### src/rtl/othello_pkg.sv
// rtl/othello_pkg.sv - shared direction/state types and board-step helpers for the move sequencer
package othello_pkg;

  localparam int DIR_IDX_W = 3;

  typedef enum logic [DIR_IDX_W-1:0] {
    DIR_U, DIR_D, DIR_L, DIR_R, DIR_UL, DIR_UR, DIR_DL, DIR_DR
  } dir_e;

  typedef enum logic [2:0] {
    ST_IDLE, ST_LOAD, ST_VSTART, ST_VWAIT, ST_FSTART, ST_FWAIT, ST_COMMIT
  } state_e;

  function automatic int addr_w_of(input int board_w);
    return $clog2(board_w * board_w);
  endfunction

  function automatic int step_w_of(input int board_w);
    return $clog2(board_w + 1) + 1;
  endfunction

  // Linear address offset of one square in the given direction on a row-major board.
  function automatic int step_of(input dir_e dir, input int board_w);
    int step;
    case (dir)
      DIR_U:   step = -board_w;
      DIR_D:   step = board_w;
      DIR_L:   step = -1;
      DIR_R:   step = 1;
      DIR_UL:  step = -(board_w + 1);
      DIR_UR:  step = -(board_w - 1);
      DIR_DL:  step = board_w - 1;
      DIR_DR:  step = board_w + 1;
      default: step = 0;
    endcase
    return step;
  endfunction

endpackage

### src/rtl/vali_watchdog.sv
// rtl/vali_watchdog.sv - per-direction wait counter that expires after TIMEOUT cycles
module vali_watchdog #(
  parameter int TIMEOUT = 255
) (
  input  logic clock,
  input  logic reset,
  input  logic i_clear,
  input  logic i_enable,
  output logic o_expired
);

  localparam int CNT_W = (TIMEOUT > 0) ? $clog2(TIMEOUT + 1) : 1;
  localparam logic [CNT_W-1:0] LIMIT = (TIMEOUT > 0) ? CNT_W'(TIMEOUT - 1) : '0;

  logic [CNT_W-1:0] r_count;

  always_ff @(posedge clock) begin
    if (!reset || i_clear) begin
      r_count <= '0;
    end else if (i_enable && !o_expired) begin
      r_count <= r_count + 1'b1;
    end
  end

  // Expires on the TIMEOUT-th waiting cycle, matching a validator that answers at k = TIMEOUT.
  assign o_expired = (TIMEOUT > 0) && i_enable && (r_count == LIMIT);

endmodule

### src/rtl/move_sequencer.sv
// rtl/move_sequencer.sv - sequences validation and flip passes over all board directions for one move
module move_sequencer
  import othello_pkg::*;
#(
  parameter int BOARD_W  = 8,
  parameter int NUM_DIRS = 8,
  parameter int FLIP_EN  = 1,
  parameter int TIMEOUT  = 255,
  localparam int STEP_W  = step_w_of(BOARD_W)
) (
  input  logic                     clock,
  input  logic                     reset,
  input  logic                     start,
  input  logic                     s_done,
  input  logic                     dir_status_in,
  output logic                     ld_e_addr_o,
  output logic                     ld_data_p_o,
  output logic                     ld_o,
  output logic                     start_vali,
  output logic signed [STEP_W-1:0] step_o,
  output logic                     flip_o,
  output logic                     write_to_mem_o,
  output logic                     mv_valid_o,
  output logic                     mv_done_o,
  output logic                     busy_o,
  output logic [NUM_DIRS-1:0]      dir_mask_o,
  output logic                     timeout_o
);

  localparam int DIR_W = $clog2(NUM_DIRS);
  localparam logic [DIR_W-1:0] LAST_DIR = DIR_W'(NUM_DIRS - 1);

  state_e                   r_state, w_state_next;
  logic [DIR_W-1:0]         r_dir, w_dir_next;
  logic [NUM_DIRS-1:0]      r_mask, w_mask_next, w_mask_upd;
  logic                     r_timeout, w_timeout_next;
  logic                     w_wd_clear, w_wd_en, w_wd_expired;
  logic                     w_dir_done, w_dir_status;
  logic [DIR_W:0]           w_first_set, w_next_set;
  logic signed [STEP_W-1:0] w_step;

  // Returns {found, index} of the lowest set bit at or above 'from'.
  function automatic logic [DIR_W:0] find_set(input logic [NUM_DIRS-1:0] mask, input int from);
    logic [DIR_W:0] found;
    found = '0;
    for (int i = NUM_DIRS - 1; i >= 0; i--) begin
      if (i >= from && mask[i]) found = {1'b1, DIR_W'(i)};
    end
    return found;
  endfunction

  vali_watchdog #(.TIMEOUT(TIMEOUT)) u_watchdog (
    .clock     (clock),
    .reset     (reset),
    .i_clear   (w_wd_clear),
    .i_enable  (w_wd_en),
    .o_expired (w_wd_expired)
  );

  assign w_step       = STEP_W'(step_of(dir_e'(DIR_IDX_W'(r_dir)), BOARD_W));
  assign w_dir_done   = s_done || w_wd_expired;
  assign w_dir_status = s_done && dir_status_in;
  assign w_first_set  = find_set(w_mask_upd, 0);
  assign w_next_set   = find_set(r_mask, int'(r_dir) + 1);
  assign dir_mask_o   = r_mask;
  assign timeout_o    = r_timeout;

  always_comb begin
    w_mask_upd        = r_mask;
    w_mask_upd[r_dir] = w_dir_status;
  end

  always_ff @(posedge clock) begin
    if (!reset) begin
      r_state   <= ST_IDLE;
      r_dir     <= '0;
      r_mask    <= '0;
      r_timeout <= 1'b0;
    end else begin
      r_state   <= w_state_next;
      r_dir     <= w_dir_next;
      r_mask    <= w_mask_next;
      r_timeout <= w_timeout_next;
    end
  end

  always_comb begin
    w_state_next   = r_state;
    w_dir_next     = r_dir;
    w_mask_next    = r_mask;
    w_timeout_next = r_timeout;
    w_wd_clear     = 1'b0;
    w_wd_en        = 1'b0;
    ld_e_addr_o    = 1'b0;
    ld_data_p_o    = 1'b0;
    ld_o           = 1'b0;
    start_vali     = 1'b0;
    step_o         = '0;
    flip_o         = 1'b0;
    write_to_mem_o = 1'b0;
    mv_valid_o     = 1'b0;
    mv_done_o      = 1'b0;
    busy_o         = (r_state != ST_IDLE);

    case (r_state)
      ST_IDLE: begin
        if (start) w_state_next = ST_LOAD;
      end
      ST_LOAD: begin
        ld_e_addr_o    = 1'b1;
        ld_data_p_o    = 1'b1;
        w_mask_next    = '0;
        w_timeout_next = 1'b0;
        w_dir_next     = '0;
        w_state_next   = ST_VSTART;
      end
      ST_VSTART: begin
        ld_o         = 1'b1;
        start_vali   = 1'b1;
        step_o       = w_step;
        w_wd_clear   = 1'b1;
        w_state_next = ST_VWAIT;
      end
      ST_VWAIT: begin
        step_o  = w_step;
        w_wd_en = 1'b1;
        if (w_dir_done) begin
          w_mask_next = w_mask_upd;
          if (!s_done) w_timeout_next = 1'b1;
          if (r_dir != LAST_DIR) begin
            w_dir_next   = r_dir + 1'b1;
            w_state_next = ST_VSTART;
          end else if (FLIP_EN != 0 && |w_mask_upd) begin
            w_dir_next   = w_first_set[DIR_W-1:0];
            w_state_next = ST_FSTART;
          end else begin
            w_state_next = ST_COMMIT;
          end
        end
      end
      ST_FSTART: begin
        ld_o         = 1'b1;
        start_vali   = 1'b1;
        step_o       = w_step;
        flip_o       = 1'b1;
        w_wd_clear   = 1'b1;
        w_state_next = ST_FWAIT;
      end
      ST_FWAIT: begin
        step_o  = w_step;
        flip_o  = 1'b1;
        w_wd_en = 1'b1;
        if (w_dir_done) begin
          if (!s_done) w_timeout_next = 1'b1;
          if (w_next_set[DIR_W]) begin
            w_dir_next   = w_next_set[DIR_W-1:0];
            w_state_next = ST_FSTART;
          end else begin
            w_state_next = ST_COMMIT;
          end
        end
      end
      ST_COMMIT: begin
        mv_done_o      = 1'b1;
        mv_valid_o     = |r_mask;
        write_to_mem_o = |r_mask;
        w_state_next   = ST_IDLE;
      end
      default: w_state_next = ST_IDLE;
    endcase
  end

endmodule

### config.mk
export PLATFORM = sky130hd
export DESIGN_NAME = move_sequencer
export DESIGN_NICKNAME = d
export VERILOG_FILES = /design/src/rtl/othello_pkg.sv /design/src/rtl/vali_watchdog.sv /design/src/rtl/move_sequencer.sv
export SDC_FILE = /design/constraint.sdc
export NUM_CORES = 1
export LEC_CHECK = 0
export CAP_MARGIN = 0
export CORE_ASPECT_RATIO = 1.75
export CORE_UTILIZATION = 55
export CTS_CLUSTER_DIAMETER = 200
export DETAILED_ROUTE_END_ITERATION = 7
export GPL_ROUTABILITY_DRIVEN = 1
export GPL_TIMING_DRIVEN = 0
export PLACE_DENSITY_LB_ADDON = 0.15
export SLEW_MARGIN = 30
export SYNTH_ARGS = -nofsm -noshare
export SYNTH_HDL_FRONTEND = slang
export SYNTH_SLANG_ARGS = --single-unit
export TNS_END_PERCENT = 10
### constraint.sdc
create_clock -name clock -period 4.64 [get_ports clock]
set_clock_uncertainty 0.1 [all_clocks]
set_input_delay 0.928 -clock clock [delete_from_list [all_inputs] [get_ports clock]]
set_output_delay 0.928 -clock clock [all_outputs]
set_load 0.01 [all_outputs]
Word level (Yosys, flattened, before mapping)
Memories as Yosys holds them, arrays and structs flattened. A register that Yosys moved wholly into a read port is not among the register bits. Cells that the tools add are included. W data, S select, Z words.

Register bits: 23. Output and inout bits: 23. Bits of input ports: 5. Memory bits (read-only): 256. Word-level logic and storage cells: 111. Memories kept: 1.

Memories: (no name shown) (depth 8, bits a word 32, read ports 1, clocked after Yosys merged registers in 1, write ports 0, RTL line othello_pkg.sv:25) `case (dir)`.

Muxes and demuxes: 46. Eq/ne operators: 15. Add/sub/neg operators: 3. Order comparisons: 10. Reductions and logical operators: 31.

Operators by type and width (count): $mux W3 (19); $mux W4 (8); $pmux W3 S6 (1); $ge A3 B4 Y1 const A (4); $pmux W8 S2 (1); $reduce_or A8 Y1 (2); $logic_and A1 B1 Y1 (12); $ne A2 B2 Y1 const B (5); $eq A3 B3 Y1 const B (3); $mux W1 (9); $pmux W3 S3 (1); $add A8 B1 Y8 const B (1); $bwmux W8 (1); $eq A8 B8 Y1 const B (1); $ge A1 B4 Y1 const A (2); $ge A2 B4 Y1 const A (2); $mux W8 (1); $eq A3 B2 Y1 const B (2); $ne A3 B3 Y1 const B (2); $reduce_and A3 Y1 (2); $reduce_bool A3 Y1 (2); $reduce_or A2 Y1 (3); $mux W5 (1); $reduce_and A5 Y1 (1); 15 further kinds (19).

Logic depth before layout (Yosys ltp)
Depth in word-level cells: 19. Gate-level depth with buffers: 11. Depth with buffers taken out: 10.

Cells and area by module
From an unflattened synthesis, not the netlist that was laid out.

Cells, all modules: 256. Area, all modules: 2039.5 µm².

By module, submodules not included: move_sequencer (cells an instance 207, area each 1606.5 µm², instances 1, sequential area each 380.4 µm²); vali_watchdog (cells an instance 49, area each 432.9 µm², instances 1, sequential area each 160.2 µm²).

Worst setup path after synthesis
No wires, ideal clock.

Path kind: input -> register. From: input port s_done. To: register w_step[4] (netlist name). Cell stages on the path: 8. Path buffers: 1. Path slack: 2.086 ns. Setup time: 0.072 ns. Arrival: 2.382 ns. Required time: 4.468 ns. Path through: and2_1 -> buf_2 -> mux2i_1 -> and4_1 -> nand3_2 -> and2_4 -> o211ai_2 -> mux2i_1.

Longest elaborated chain between the ends: 16. Elaborated cells between the ends (all ways): 22. Classes of those cells: 3 x eq/ne; 15 x mux; 4 x reduce/logical.

Ends and longest elaborated chain: start: declaration (RTL line move_sequencer.sv:14) `input logic s_done,`; $logic_and A1 B1 Y1 (RTL line move_sequencer.sv:62) `assign w_dir_status = s_done && dir_status_in;`; $bwmux W8 (RTL line move_sequencer.sv:70) `w_mask_upd[r_dir] = w_dir_status;`; $mux W3 (8 in a row) (RTL line move_sequencer.sv:47) `if (i >= from && mask[i]) found = {1'b1, DIR_W'(i)};`; $mux W3 (RTL line move_sequencer.sv:133) `end else if (FLIP_EN != 0 && |w_mask_upd) begin`; $mux W3 (RTL line move_sequencer.sv:130) `if (r_dir != LAST_DIR) begin`; $mux W3 (RTL line move_sequencer.sv:127) `if (w_dir_done) begin`; $pmux W3 S3 (RTL line move_sequencer.sv:105) `case (r_state)`; $mux W3 (no source line) * (2 in a row).

Every way passes the cells marked *; elsewhere a longest branch is shown, timed or not. The select of a mux whose other input is x is not followed. A chain may end at the register's enable or synchronous reset.

Worst setup path after layout
From: register r_state[0]. To: output port ld_e_addr_o.

Longest elaborated chain between the ends: 2.

Ends and longest elaborated chain: start: declaration (RTL line move_sequencer.sv:33) `state_e r_state, w_state_next;`; start signal: assignment (RTL line move_sequencer.sv:80) `r_state <= w_state_next;`; $eq A3 B1 Y1 (RTL line move_sequencer.sv:105); $mux W1 (RTL line move_sequencer.sv:105); end: declaration (RTL line move_sequencer.sv:16) `output logic ld_e_addr_o,`.

No other way between the ends.

==> impl_metrics.yaml <==
status:
  status: "completed"
clocking:
  post_cts_buffers: 0
  clk_pin_slew_ps: 90
  insertion_delay_ps: 270
  root_buffer: "clkbuf_8"
  ctsHoldBuffers: 0
  cts_tree: "built"
  numCtsBuffers: 3
  clkSinkCount: 27
  h-tree-depth: 1
  cts_resized: 0
  cts_max_path_buffers: 2
worst_setup_path:
  start_kind: "flip-flop"
  cp_max_fo: 10
  r2r-start: "r_dir[0]"
  crit_type: "flip-flop to output pin"
  crit_path_end_kind: "output pin"
  max_stage_delay_ps: 530
  path_cells: "buf_1 > nor3b_1 > buf_4 > clkdlybuf4s50_1"
  cp_slowest_cell: "nor3b_1"
  arrival_ps: 2320
  r2r_end: "w_step[3]"
  reg2regPathDepth: 9
  worstPathRequired_ps: 3610
  r2r_slack_ps: 1930
finish:
  drive_gt1_frac: 0.122
  syn2layout_area_growth_pct: 19.4
  finalNetCount: 278
  antenna_cells: 0
  layoutNonFillerInstCount: 306
yosys:
  synth_edf_count: 0
  netlist_area_um2: 1910
  synth_seq_cells: 27
  syn_inst: 232
  synth_seq_area_share: 0.284
  synth.avg_cell_area_um2: 8.21
  syn_nets: 246
  synth.distinct_cells: 56
  yosysWarnings: 0
  synthFlopType: "dfxtp_1"
  synth-async-reset-ratio: 0
detailed_routing:
  routed_wl_um: 4650
  firstDrtPassIters: 4
  vias: 1804
  wl_per_cell_um: 15.2
  drc_errors: 0
  antenna_left: 0
  drt_iter0_markers: 48
  drt-vias-per-instance: 5.90
worst_hold_path:
  min_path_type: "flip-flop to flip-flop"
  min-delay-start: "u_watchdog.r_count[5]"
  hold_end: "u_watchdog.r_count[5]"
  min_path_cells: 2
placed_design:
  gp_congestion: 0.880
  dp_cells: 302
  io_buffers: 27
  dp_hpwl_um: 3650
floorplan:
  rows: 27
  io_pins: 28
  dieArea_um2: 3710
  die_h_um: 79.9
  start_util: 0.594
  design.core.area_um2: 3210
  die_width_um: 46.5
timing:
  slew_headroom: 0.609
  fmax_mhz: 298
  finalCritPeriodShare: 0.722
  final_max_slew_viol_count: 0
  setup_viol: 0
  fin_crit_ps: 3350
  rsz0062_at_grt: "no"
  fin_tns_setup_ps: 0
  worst_slew_pin_slew_ps: 583
  hold_violations: 0
pwr:
  p_leak_uw: 0.000845
  vdd_drop_max_v: 0.000212
  power.density_nw_per_um2: 234
global_routing:
  track_usage: 0.271
  antenna_found_initial: 0
  grt_pass1_vias: 1782
  grt_pass1_wl_um: 7510
  grt_overflow: 0
  grt_max_degree: 15
flow_run:
  maxCapViolCount: 0
==> per-layer routing <==
layer	share of wire	track usage
met3	0.028	0.0362
met5	0	0
met1	0.38	0.256
met4	0.046	0.165
met2	0.54	0.501
==> placed cells by master (no fill, tap or decap), types with 5 or more instances in the layout <==
cell type / count
a21oi_1: 21
buf_4: 6
clkdlybuf4s50_1: 27
dfxtp_1: 27
ha_1: 9
inv_1: 8
mux2i_1: 9
nand2_1: 12
nand3b_1: 7
nor2_1: 27
nor2b_1: 5
nor3_1: 11
nor3b_1: 5
o21ai_0: 8
==> worst max-delay path, delay by kind of cell, from the launching register on <==
kind / cells / cell delay [ps]
buf+inv: 3 / 1120
flops: 1 / 390
simple gates: 1 / 530
==> Yosys cell counts, drive strengths merged, types with 3 or more instances <==
cell	n	area [um^2]
nand3	4	25.0
nand2	12	45.0
inv	9	33.8
a31oi	3	18.8
mux2i	10	104
o21ai	9	45.0
dfxtp	27	541
nor3	11	55.1
nor3b	6	50.1
nand3b	7	52.6
nand4	5	37.5
or3	5	37.5
nor2	27	101
clkbuf	3	11.3
buf	12	98.8
xor2	4	35.0
o21a	3	22.5
a21oi	21	105
and2	6	42.5
ha	9	113
a211oi	4	35.0
nor2b	5	31.3
==> layout make-up <==
type                       instances  area, um^2
buffer                            15         110
clock buffer                       4        45.0
timing repair buffer              27         270
inverter                           9        33.8
sequential                        27         541
tap                               43        53.8
multi-input combinational        181        1220
fill                             286         935
==> per-stage QoR <==
stage,area (um^2),setup WS (ps),power [uW],utilization,hold WS (ps)
3_5_place_dp,2230,1360,405,0.695,410
6_report,2270,1290,533,0.709,422
4_1_cts,2270,1330,536,0.709,424
3_3_place_gp,2230,1380,403,0.695,374
5_1_grt,2270,1180,559,0.709,453
2_1_floorplan,1910,2090,360,-,359
==> state kept, by name, summed over array words and instances (netlist names) <==
name	cells
dir_mask_o	8
r_state	3
w_step	4
u_watchdog.r_count	8
timeout_o	1
r_dir	3
==> how the worst max path moves through the flow <==
stage	cells past startpoint	slack [ps]	end	startpoint
after floorplan	8	2090	w_step[4]	s_done
after global placement	9	1380	w_step[4]	s_done
after detailed placement	9	1360	w_step[4]	s_done
after CTS	4	1330	ld_e_addr_o	r_state[0]
after global routing	4	1180	ld_e_addr_o	r_state[0]
final	4	1290	ld_e_addr_o	r_state[0]
==> cells by family (layout without fill, tap and decap cells) <==
logic type	after synthesis	after routing	share of synthesized area
simple gates	98	98	0.291
compound gates	56	56	0.197
flops	27	27	0.284
buf+inv	24	55	0.0755
mux	12	12	0.0663
fa+ha+maj	9	9	0.0591
xor+xnor	6	6	0.0276
==> where the power goes <==
part	total [uW]	switching (uW)	internal [uW]
Clock	132	70.2	61.5
Sequential	252	8.19	244
Combinational	149	80.0	69.0
Total	533	158	374
Power figures use the tool's default switching activity.
